`config.mk`:
```
export PLATFORM = sky130hd
export DESIGN_NAME = mc_control_fsm
export DESIGN_NICKNAME = d
export VERILOG_FILES = /design/src/rtl/mc_ctrl_pkg.sv /design/src/rtl/alu_decoder.sv /design/src/rtl/mc_control_fsm.sv
export SDC_FILE = /design/constraint.sdc
export NUM_CORES = 1
export LEC_CHECK = 0
export ABC_AREA = 0
export CAP_MARGIN = 40
export CORE_MARGIN = 8
export CORE_UTILIZATION = 41
export CTS_BUF_LIST = sky130_fd_sc_hd__clkbuf_4
export CTS_CLUSTER_SIZE = 40
export DETAILED_ROUTE_END_ITERATION = 6
export GPL_ROUTABILITY_DRIVEN = 0
export MAX_ROUTING_LAYER = met4
export PLACE_DENSITY = 0.86
export SLEW_MARGIN = 0
export SYNTH_ARGS = -nofsm -noshare
export SYNTH_HDL_FRONTEND = slang
export SYNTH_HIERARCHICAL = 1
export SYNTH_SLANG_ARGS = --single-unit
```
`constraint.sdc`:
```
create_clock -name CLK -period 2.4 [get_ports CLK]
set_input_delay 0.72 -clock CLK [delete_from_list [all_inputs] [get_ports CLK]]
set_output_delay 0.72 -clock CLK [all_outputs]
set_load 0.005 [all_outputs]
```
`src/rtl/mc_ctrl_pkg.sv`:
```
// mc_ctrl_pkg: state, opcode and datapath-select encodings shared by the multicycle control unit
package mc_ctrl_pkg;
  typedef enum logic [3:0] {
    FETCH, DECODE, MEMADR, MEMREAD, MEMWB, MEMWRITE, EXECR, EXECI, ALUWB, BEQ, JAL
  } statetype;
  localparam logic [6:0] OP_LW  = 7'b0000011;
  localparam logic [6:0] OP_SW  = 7'b0100011;
  localparam logic [6:0] OP_R   = 7'b0110011;
  localparam logic [6:0] OP_I   = 7'b0010011;
  localparam logic [6:0] OP_B   = 7'b1100011;
  localparam logic [6:0] OP_JAL = 7'b1101111;
  localparam logic [1:0] ALUOP_ADD   = 2'b00;
  localparam logic [1:0] ALUOP_SUB   = 2'b01;
  localparam logic [1:0] ALUOP_FUNCT = 2'b10;
  localparam logic [1:0] RES_ALUOUT = 2'b00;
  localparam logic [1:0] RES_DATA   = 2'b01;
  localparam logic [1:0] RES_ALURES = 2'b10;
  localparam logic [1:0] SRCA_PC    = 2'b00;
  localparam logic [1:0] SRCA_OLDPC = 2'b01;
  localparam logic [1:0] SRCA_RD1   = 2'b10;
  localparam logic [1:0] SRCB_RD2  = 2'b00;
  localparam logic [1:0] SRCB_IMM  = 2'b01;
  localparam logic [1:0] SRCB_FOUR = 2'b10;
  localparam logic [1:0] IMM_I = 2'b00;
  localparam logic [1:0] IMM_S = 2'b01;
  localparam logic [1:0] IMM_B = 2'b10;
  localparam logic [1:0] IMM_J = 2'b11;
  localparam logic [2:0] ALU_ADD = 3'b000;
  localparam logic [2:0] ALU_SUB = 3'b001;
  localparam logic [2:0] ALU_AND = 3'b010;
  localparam logic [2:0] ALU_OR  = 3'b011;
  localparam logic [2:0] ALU_SLT = 3'b101;
endpackage

```
`src/rtl/alu_decoder.sv`:
```
// alu_decoder: maps ALUOp plus funct3/funct7b5/op[5] onto the 3-bit ALUControl code
// Ports: alu_op_i (ALUOp), funct3_i, funct7b5_i, op5_i (R-type marker) -> alu_control_o
module alu_decoder
  import mc_ctrl_pkg::*;
(
  input  logic [1:0] alu_op_i,
  input  logic [2:0] funct3_i,
  input  logic       funct7b5_i,
  input  logic       op5_i,
  output logic [2:0] alu_control_o
);
  logic [2:0] funct_ctl;
  // funct7b5 only means subtract for R-type; for I-type it is an immediate bit
  assign funct_ctl = funct3_i == 3'b000 ? ((op5_i & funct7b5_i) ? ALU_SUB : ALU_ADD) :
                     funct3_i == 3'b010 ? ALU_SLT :
                     funct3_i == 3'b110 ? ALU_OR  :
                     funct3_i == 3'b111 ? ALU_AND : ALU_ADD;
  assign alu_control_o = alu_op_i == ALUOP_SUB   ? ALU_SUB :
                         alu_op_i == ALUOP_FUNCT ? funct_ctl : ALU_ADD;
endmodule

```
`src/rtl/mc_control_fsm.sv`:
```
// mc_control_fsm: Moore control FSM for the multicycle RV32I core
// Inputs: CLK, Reset (sync, active-high), op, funct3, funct7b5, Zero, MemReady (MC_MEM_WAIT_EN only)
// Outputs: IRWrite, PCWrite, AdrSrc, MemWrite, RegWrite, ResultSrc, ALUSrcA, ALUSrcB, ImmSrc,
//          ALUControl, IllegalOp
// Build option: MC_MEM_WAIT_EN adds MemReady handshaking with a MEM_TIMEOUT abort
module mc_control_fsm
  import mc_ctrl_pkg::*;
#(
  parameter int MEM_TIMEOUT = 16
) (
  input  logic       CLK,
  input  logic       Reset,
  input  logic [6:0] op,
  input  logic [2:0] funct3,
  input  logic       funct7b5,
  input  logic       Zero,
  output logic       IRWrite,
  output logic       PCWrite,
  output logic       AdrSrc,
  output logic       MemWrite,
  output logic       RegWrite,
  output logic [1:0] ResultSrc,
  output logic [1:0] ALUSrcA,
  output logic [1:0] ALUSrcB,
  output logic [1:0] ImmSrc,
  output logic [2:0] ALUControl,
  output logic       IllegalOp
`ifdef MC_MEM_WAIT_EN
  ,
  input  logic       MemReady
`endif
);
  logic [3:0] state_q, state_d, fsm_d;
  logic [1:0] alu_op;
  logic       ir_write, pc_update, branch, mem_write, reg_write, illegal;
  logic       mem_ok, timeout;
`ifdef MC_MEM_WAIT_EN
  localparam int CW = $clog2(MEM_TIMEOUT + 1);
  logic [CW-1:0] cnt_q;
  logic          wait_st;
  assign wait_st = state_q == FETCH || state_q == MEMREAD || state_q == MEMWRITE;
  assign mem_ok  = MemReady;
  assign timeout = wait_st & ~MemReady & (cnt_q == CW'(MEM_TIMEOUT - 1));
  // Every non-memory state leaves after one cycle, so clearing on any state change
  // restarts the count on each entry to a waiting state.
  always_ff @(posedge CLK)
    cnt_q <= (Reset || timeout || state_d != state_q) ? '0 : cnt_q + 1'b1;
`else
  logic unused_cfg;
  assign unused_cfg = MEM_TIMEOUT[0];
  assign mem_ok     = 1'b1;
  assign timeout    = 1'b0;
`endif
  always_comb begin
    fsm_d     = FETCH;
    ir_write  = 1'b0;
    pc_update = 1'b0;
    branch    = 1'b0;
    mem_write = 1'b0;
    reg_write = 1'b0;
    illegal   = 1'b0;
    AdrSrc    = 1'b0;
    ResultSrc = RES_ALUOUT;
    ALUSrcA   = SRCA_PC;
    ALUSrcB   = SRCB_RD2;
    alu_op    = ALUOP_ADD;
    case (state_q)
      FETCH: begin
        ALUSrcB   = SRCB_FOUR;
        ResultSrc = RES_ALURES;
        ir_write  = mem_ok;
        pc_update = mem_ok;
        fsm_d     = mem_ok ? DECODE : FETCH;
      end
      DECODE: begin
        ALUSrcA = SRCA_OLDPC;
        ALUSrcB = SRCB_IMM;
        fsm_d   = (op == OP_LW || op == OP_SW) ? MEMADR :
                  op == OP_R   ? EXECR :
                  op == OP_I   ? EXECI :
                  op == OP_B   ? BEQ   :
                  op == OP_JAL ? JAL   : FETCH;
        illegal = !(op inside {OP_LW, OP_SW, OP_R, OP_I, OP_B, OP_JAL});
      end
      MEMADR: begin
        ALUSrcA = SRCA_RD1;
        ALUSrcB = SRCB_IMM;
        fsm_d   = op == OP_SW ? MEMWRITE : MEMREAD;
      end
      MEMREAD: begin
        AdrSrc = 1'b1;
        fsm_d  = mem_ok ? MEMWB : MEMREAD;
      end
      MEMWB: begin
        ResultSrc = RES_DATA;
        reg_write = 1'b1;
      end
      MEMWRITE: begin
        AdrSrc    = 1'b1;
        mem_write = mem_ok;
        fsm_d     = mem_ok ? FETCH : MEMWRITE;
      end
      EXECR: begin
        ALUSrcA = SRCA_RD1;
        alu_op  = ALUOP_FUNCT;
        fsm_d   = ALUWB;
      end
      EXECI: begin
        ALUSrcA = SRCA_RD1;
        ALUSrcB = SRCB_IMM;
        alu_op  = ALUOP_FUNCT;
        fsm_d   = ALUWB;
      end
      ALUWB: reg_write = 1'b1;
      BEQ: begin
        ALUSrcA = SRCA_RD1;
        alu_op  = ALUOP_SUB;
        branch  = 1'b1;
      end
      JAL: begin
        ALUSrcA   = SRCA_OLDPC;
        ALUSrcB   = SRCB_FOUR;
        pc_update = 1'b1;
        reg_write = 1'b1;
      end
      default: fsm_d = FETCH;
    endcase
  end
  assign state_d = timeout ? FETCH : fsm_d;
  always_ff @(posedge CLK)
    state_q <= Reset ? FETCH : state_d;
  // funct3[0] distinguishes bne from beq, so it inverts the sense of Zero
  assign PCWrite   = ~Reset & (pc_update | (branch & (Zero ^ funct3[0])));
  assign IRWrite   = ~Reset & ir_write;
  assign MemWrite  = ~Reset & mem_write;
  assign RegWrite  = ~Reset & reg_write;
  assign IllegalOp = ~Reset & (illegal | timeout);
  assign ImmSrc = op == OP_SW  ? IMM_S :
                  op == OP_B   ? IMM_B :
                  op == OP_JAL ? IMM_J : IMM_I;
  alu_decoder u_alu_dec (
    .alu_op_i     (alu_op),
    .funct3_i     (funct3),
    .funct7b5_i   (funct7b5),
    .op5_i        (op[5]),
    .alu_control_o(ALUControl)
  );
endmodule

```
==> impl_metrics.tcl <==
set metrics [dict create \
    initialDrtViolationCount 17 \
    met2_usage_pct 32.02 \
    hold_buffers 0 \
    core.rowCount 13 \
    cts_htree_levels 1 \
    reg2reg_depth 4 \
    dieArea_um2 2736 \
    ir_worst_vdd_uv 162.4 \
    cts_made_buffers 3 \
    r2r_start "state_q[1]" \
    synth_nets 92 \
    avgSynthCellArea_um2 6.930 \
    grt_max_degree 15 \
    ys_async_sr_fraction_pct 0 \
    holdCritStartpoint "state_q[2]" \
    grt.busiest_layer "met2" \
    post-route-util_pct 81.66 \
    rsz0062_at_grt "yes" \
    top_register "state_q" \
    synth_ff_type "dfxtp_1" \
    yosys_warnings 6 \
    drive_gt1_share_pct 37.90 \
    finalMaxSlewViolations 0 \
    cts.sinks 4 \
    cp.arrival_ps 1650 \
    power.density_nw_per_um2 255.4 \
    clock_path_buffers 2 \
    hpwl_um 1585 \
    finalSetupViolCount 0 \
    hold_path_class "register to register" \
    crit_type "input pin to primary output" \
    core-area_um2 1269 \
    globalRouteOverflowTotal 0 \
    finalCriticalPeriod_ps 2373 \
    die_height_um 52.31 \
    numPortBuffers 30 \
    yosys_register_bits 4 \
    synth_edf_count 0 \
    fin_nets 140 \
    die_w_um 52.31 \
    use_met1_pct 14.88 \
    worstMarginPinSlew_ps 327.6 \
    p_total_w 0.0002646 \
    largestRegisters "state_q x4" \
    track_usage_pct 16.62 \
    syn_to_final_growth_pct 91.67 \
    placed_area_um2 948.4 \
    grt_pass1_vias 781 \
    wl_per_cell_um 14.76 \
    drc 0 \
    relSlewSlack_pct 77.99 \
    antenna_found_initial 0 \
    hold_depth 2 \
    start_util_pct 42.60 \
    finalWirelength_um 2052 \
    crit_path_max_fanout 2 \
    maxCapViolCount 0 \
    finalCritPeriodShare_pct 98.88 \
    startpoint_type "input pin" \
    ant_nets 0 \
    seq_area_frac_synth_pct 14.81 \
    clkTransAtPathRegs_ps 50 \
    reg2reg_slack_ps 1160 \
    io_pins 31 \
    drtPass1Iterations 4 \
    hold_viol_final 0 \
    cts_tree "built" \
    diodes 0 \
    met3_usage_pct 3.125 \
    status "finished clean" \
    largest_register_ffs 4 \
    crit_required_ps 1680 \
    crit_start "op[5]" \
    cp-end-kind "primary output" \
    fmax_mhz 421.4 \
    syn_inst 78 \
    ys_types 29 \
    clkLatencyLatePin_ps 250 \
    dp_slack_ps -623.5 \
    synth_area_um2 540.5 \
    fin_ws_ps 26.87 \
    viasPerCell 5.568 \
    root_buffer "clkbuf_4" \
    dr_total_vias 774 \
    fin_area_um2 1036 \
    grt_pass1_wl_um 3367 \
    fin_skew_ps 14.16 \
    leakagePower_nw 0.5010 \
]
-- Yosys cell counts, drive strengths merged (2+ instances only) --
library cell	n	area [um^2]
a21oi	5	28.78
nor3	10	55.05
nand3b	4	30.03
or3	4	25.02
a31oi	2	12.51
xor2	4	35.03
buf	4	20.02
dfxtp	4	80.08
a211oi	2	15.01
a21o	2	15.01
nor2	6	22.52
inv	4	15.01
nor3b	2	15.01
nand2b	5	38.78
o21ai	2	10.01
nand2	5	18.77
nor4	2	27.53
nor2b	2	20.02
nand3	4	20.02
-- metrics by stage --
step / TNS [ps] / hold WS (ps) / cells
2_1_floorplan: 0 / 583.7 / 78
6_report: 0 / 561.9 / 139
3_5_place_dp: -4349 / 654.7 / 133
3_3_place_gp: -4092 / 647.3 / 133
4_1_cts: 0 / 583.1 / 139
5_1_grt: -0.9555 / 576.9 / 139
-- per-layer routing --
| layer | share of wire, % | up-vias |
|---|---|---|
| met2 | 55 | 38 |
| met3 | 6.4 | 6 |
| met1 | 36 | 355 |
| met5 | 0 | - |
| li1 | - | 375 |
| met4 | 2.1 | 0 |
-- path summary, 6_finish.rpt --
kind,to
worst max-delay path,IllegalOp
worst min-delay path,state_q[2]
worst max register to register,state_q[1]
worst min register to register,state_q[2]
-- final cells by class --
cell class | count | area [um^2]
Timing Repair Buffer | 48 | 399.1
Fill cell | 95 | 232.7
Multi-Input combinational cell | 65 | 491.7
Inverter | 4 | 15.01
Tap cell | 15 | 18.77
Sequential cell | 4 | 88.84
Clock buffer | 3 | 22.52
-- cell families after synthesis --
family,synth area share (%)
AO/OA/AOI/OAI,17.82
AND/OR/NAND/NOR,52.08
flip-flops,14.82
XOR/XNOR,8.101
buffers and inverters,7.175
-- worst max-delay path: stages --
cell and delay, ps:
dlygate4sd2_1 270, nand2b_4 90, nor3_4 40, buf_4 140, nor4_4 240, buf_2 150
-- placed cells by master (no fill, tap or decap), drive strengths merged, types with 2 or more instances in the layout --
master	n
a211oi	2
inv	4
a31oi	2
a21oi	5
nand3b	4
nand2b	5
a21o	2
clkbuf	8
nor2b	2
o21ai	2
clkdlybuf4s15	4
dlymetal6s2s	2
nor2	6
xor2	4
nor4	2
dfxtp	4
buf	22
nor3b	2
nor3	10
clkdlybuf4s50	5
nand3	4
nand2	5
dlygate4sd2	10
or3	4
-- what timing repair did --
| item | CTS | global route |
|---|---|---|
| gates resized for setup | 52 | 22 |
| buffers inserted | 3 | 0 |
| pin swaps | 8 | 5 |
| setup endpoints to repair | 15 | 8 |
-- report_power, final --
| group | switching [W] | internal, W |
|---|---|---|
| Clock | 0.0000343 | 0.0000564 |
| Sequential | 0.00000216 | 0.0000666 |
| Combinational | 0.0000482 | 0.0000571 |
(Power assumes the default switching activity.)
==> RTL change: new RTL, same flow settings <==
Add an input register stage for `op`, `funct3`, `funct7b5` and `Zero`, without a reset; this delays them by one clock.
--- a/src/rtl/mc_control_fsm.sv
+++ b/src/rtl/mc_control_fsm.sv
@@ -30,6 +30,19 @@
   input  logic       MemReady
 `endif
 );
+
+  logic [6:0] op_q;
+  logic [2:0] funct3_q;
+  logic funct7b5_q;
+  logic Zero_q;
+
+  always_ff @(posedge CLK) begin
+    op_q       <= op;
+    funct3_q   <= funct3;
+    funct7b5_q <= funct7b5;
+    Zero_q     <= Zero;
+  end
+
   logic [3:0] state_q, state_d, fsm_d;
   logic [1:0] alu_op;
   logic       ir_write, pc_update, branch, mem_write, reg_write, illegal;
@@ -75,17 +88,17 @@
       DECODE: begin
         ALUSrcA = SRCA_OLDPC;
         ALUSrcB = SRCB_IMM;
-        fsm_d   = (op == OP_LW || op == OP_SW) ? MEMADR :
-                  op == OP_R   ? EXECR :
-                  op == OP_I   ? EXECI :
-                  op == OP_B   ? BEQ   :
-                  op == OP_JAL ? JAL   : FETCH;
-        illegal = !(op inside {OP_LW, OP_SW, OP_R, OP_I, OP_B, OP_JAL});
+        fsm_d   = (op_q == OP_LW || op_q == OP_SW) ? MEMADR :
+                  op_q == OP_R   ? EXECR :
+                  op_q == OP_I   ? EXECI :
+                  op_q == OP_B   ? BEQ   :
+                  op_q == OP_JAL ? JAL   : FETCH;
+        illegal = !(op_q inside {OP_LW, OP_SW, OP_R, OP_I, OP_B, OP_JAL});
       end
       MEMADR: begin
         ALUSrcA = SRCA_RD1;
         ALUSrcB = SRCB_IMM;
-        fsm_d   = op == OP_SW ? MEMWRITE : MEMREAD;
+        fsm_d   = op_q == OP_SW ? MEMWRITE : MEMREAD;
       end
       MEMREAD: begin
         AdrSrc = 1'b1;
@@ -130,19 +143,19 @@
   always_ff @(posedge CLK)
     state_q <= Reset ? FETCH : state_d;
   // funct3[0] distinguishes bne from beq, so it inverts the sense of Zero
-  assign PCWrite   = ~Reset & (pc_update | (branch & (Zero ^ funct3[0])));
+  assign PCWrite   = ~Reset & (pc_update | (branch & (Zero_q ^ funct3_q[0])));
   assign IRWrite   = ~Reset & ir_write;
   assign MemWrite  = ~Reset & mem_write;
   assign RegWrite  = ~Reset & reg_write;
   assign IllegalOp = ~Reset & (illegal | timeout);
-  assign ImmSrc = op == OP_SW  ? IMM_S :
-                  op == OP_B   ? IMM_B :
-                  op == OP_JAL ? IMM_J : IMM_I;
+  assign ImmSrc = op_q == OP_SW  ? IMM_S :
+                  op_q == OP_B   ? IMM_B :
+                  op_q == OP_JAL ? IMM_J : IMM_I;
   alu_decoder u_alu_dec (
     .alu_op_i     (alu_op),
-    .funct3_i     (funct3),
-    .funct7b5_i   (funct7b5),
-    .op5_i        (op[5]),
+    .funct3_i     (funct3_q),
+    .funct7b5_i   (funct7b5_q),
+    .op5_i        (op_q[5]),
     .alu_control_o(ALUControl)
   );
 endmodule
Function: changed (Yosys sat finds a counterexample within 4 cycles, from zero or initial values and one cycle with Reset high).
==> RTL change against the original RTL <==
  * Area after synthesis up 50%
  * Total power up 95%
  * Synthesized cell count up 10%
  * Wire length up 2.4%
  * Setup slack better by 0.036 ns
  * Combinational power down 9%
  * Sequential cell count up 12
  * Via count up 5.4%
  * Critical path depth down 2
  * Cell area up 28%
==> RTL change: results (changes against the original RTL) <==
- Status: completed (unchanged)
- Pleak: 0.599 nW (was 0.501 nW)
- Count of different cell masters after synthesis: 35 (was 29)
- GR Layer Usage met2: 0.223 (was 0.320)
- Seq power: 0.000288 W (was 0.0000687 W)
- Largest regs: op_q x7, state_q x4, funct3_q x3 (was state_q x4)
- Synth Area in XOR/XNOR: 0.0540 (was 0.0810)
- Pre-CTS worst setup slack: -0.542 ns (was -0.623 ns)
- Reg-to-Reg End: state_q[3] (was state_q[1])
- Multi-input comb cells: 61 (was 65)
- DP Wirelength: 1.52 mm (was 1.58 mm)
- P_sw: 0.000122 W (was 0.0000846 W)
- Met2 WL post-DR: 1.09 mm (was 1.13 mm)
- Met1 usage: 0.135 (was 0.149)
- PwrDens: 390 mW/mm^2 (was 255 mW/mm^2)
- Multi-input logic portion of the cell area: 0.369 (was 0.475)
- Final Cycle Share: 0.974 (was 0.989)
- Routed length on met3: 116 um (was 132 um)
- Met3 Use GR: 0.0360 (was 0.0313)
- Vias/cell: 5.07 (was 5.57)
- Final-layout clock-cell area share: 0.0170 (was 0.0217)
- Worst skew pair latency: 0.27 ns (was 0.25 ns)
- CP Launch Point: Reset (was op[5])
- Layout net count: 149 (was 140)
- Area of the mapped netlist: 811 um^2 (was 541 um^2)
- VDD IR max: 0.000254 V (was 0.000162 V)
- CP Max Fanout: 5 (was 2)
- Data buffer area share: 0.323 (was 0.385)
- Fraction of layout instances using a drive strength above 1: 0.376 (was 0.379)
- Via count: 816 (was 774)
## RTL change: cell types whose count changed in the layout (fill, tap and decap cells not counted), moves of 3 or more
cell / before / now
buf_6: 3 / 0
clkbuf_2: 5 / 2
clkdlybuf4s50_1: 5 / 13
dfxtp_1: 1 / 9
dfxtp_2: 1 / 5
nor3_1: 7 / 2
## RTL change: worst min-delay path, delay by kind of cell, from the launching register on
kind | cells | cell delay [ns]
compound gates | 1 | 0.08
flops | 1 | 0.34
simple gates | 1 | 0.08
## RTL change: metrics by stage
step	power, W	hold WS (ns)
6_report	0.000516	0.526
5_1_grt	0.000550	0.552
4_1_cts	0.000518	0.521
3_5_place_dp	0.000386	0.517
3_3_place_gp	0.000383	0.519
2_1_floorplan	0.000328	0.494
## RTL change: repair_timing
action                                  CTS  global route
buffers inserted                          2             5
endpoints found under the setup margin   15            10
gates resized for setup                  27            20
pin swaps                                 3             3
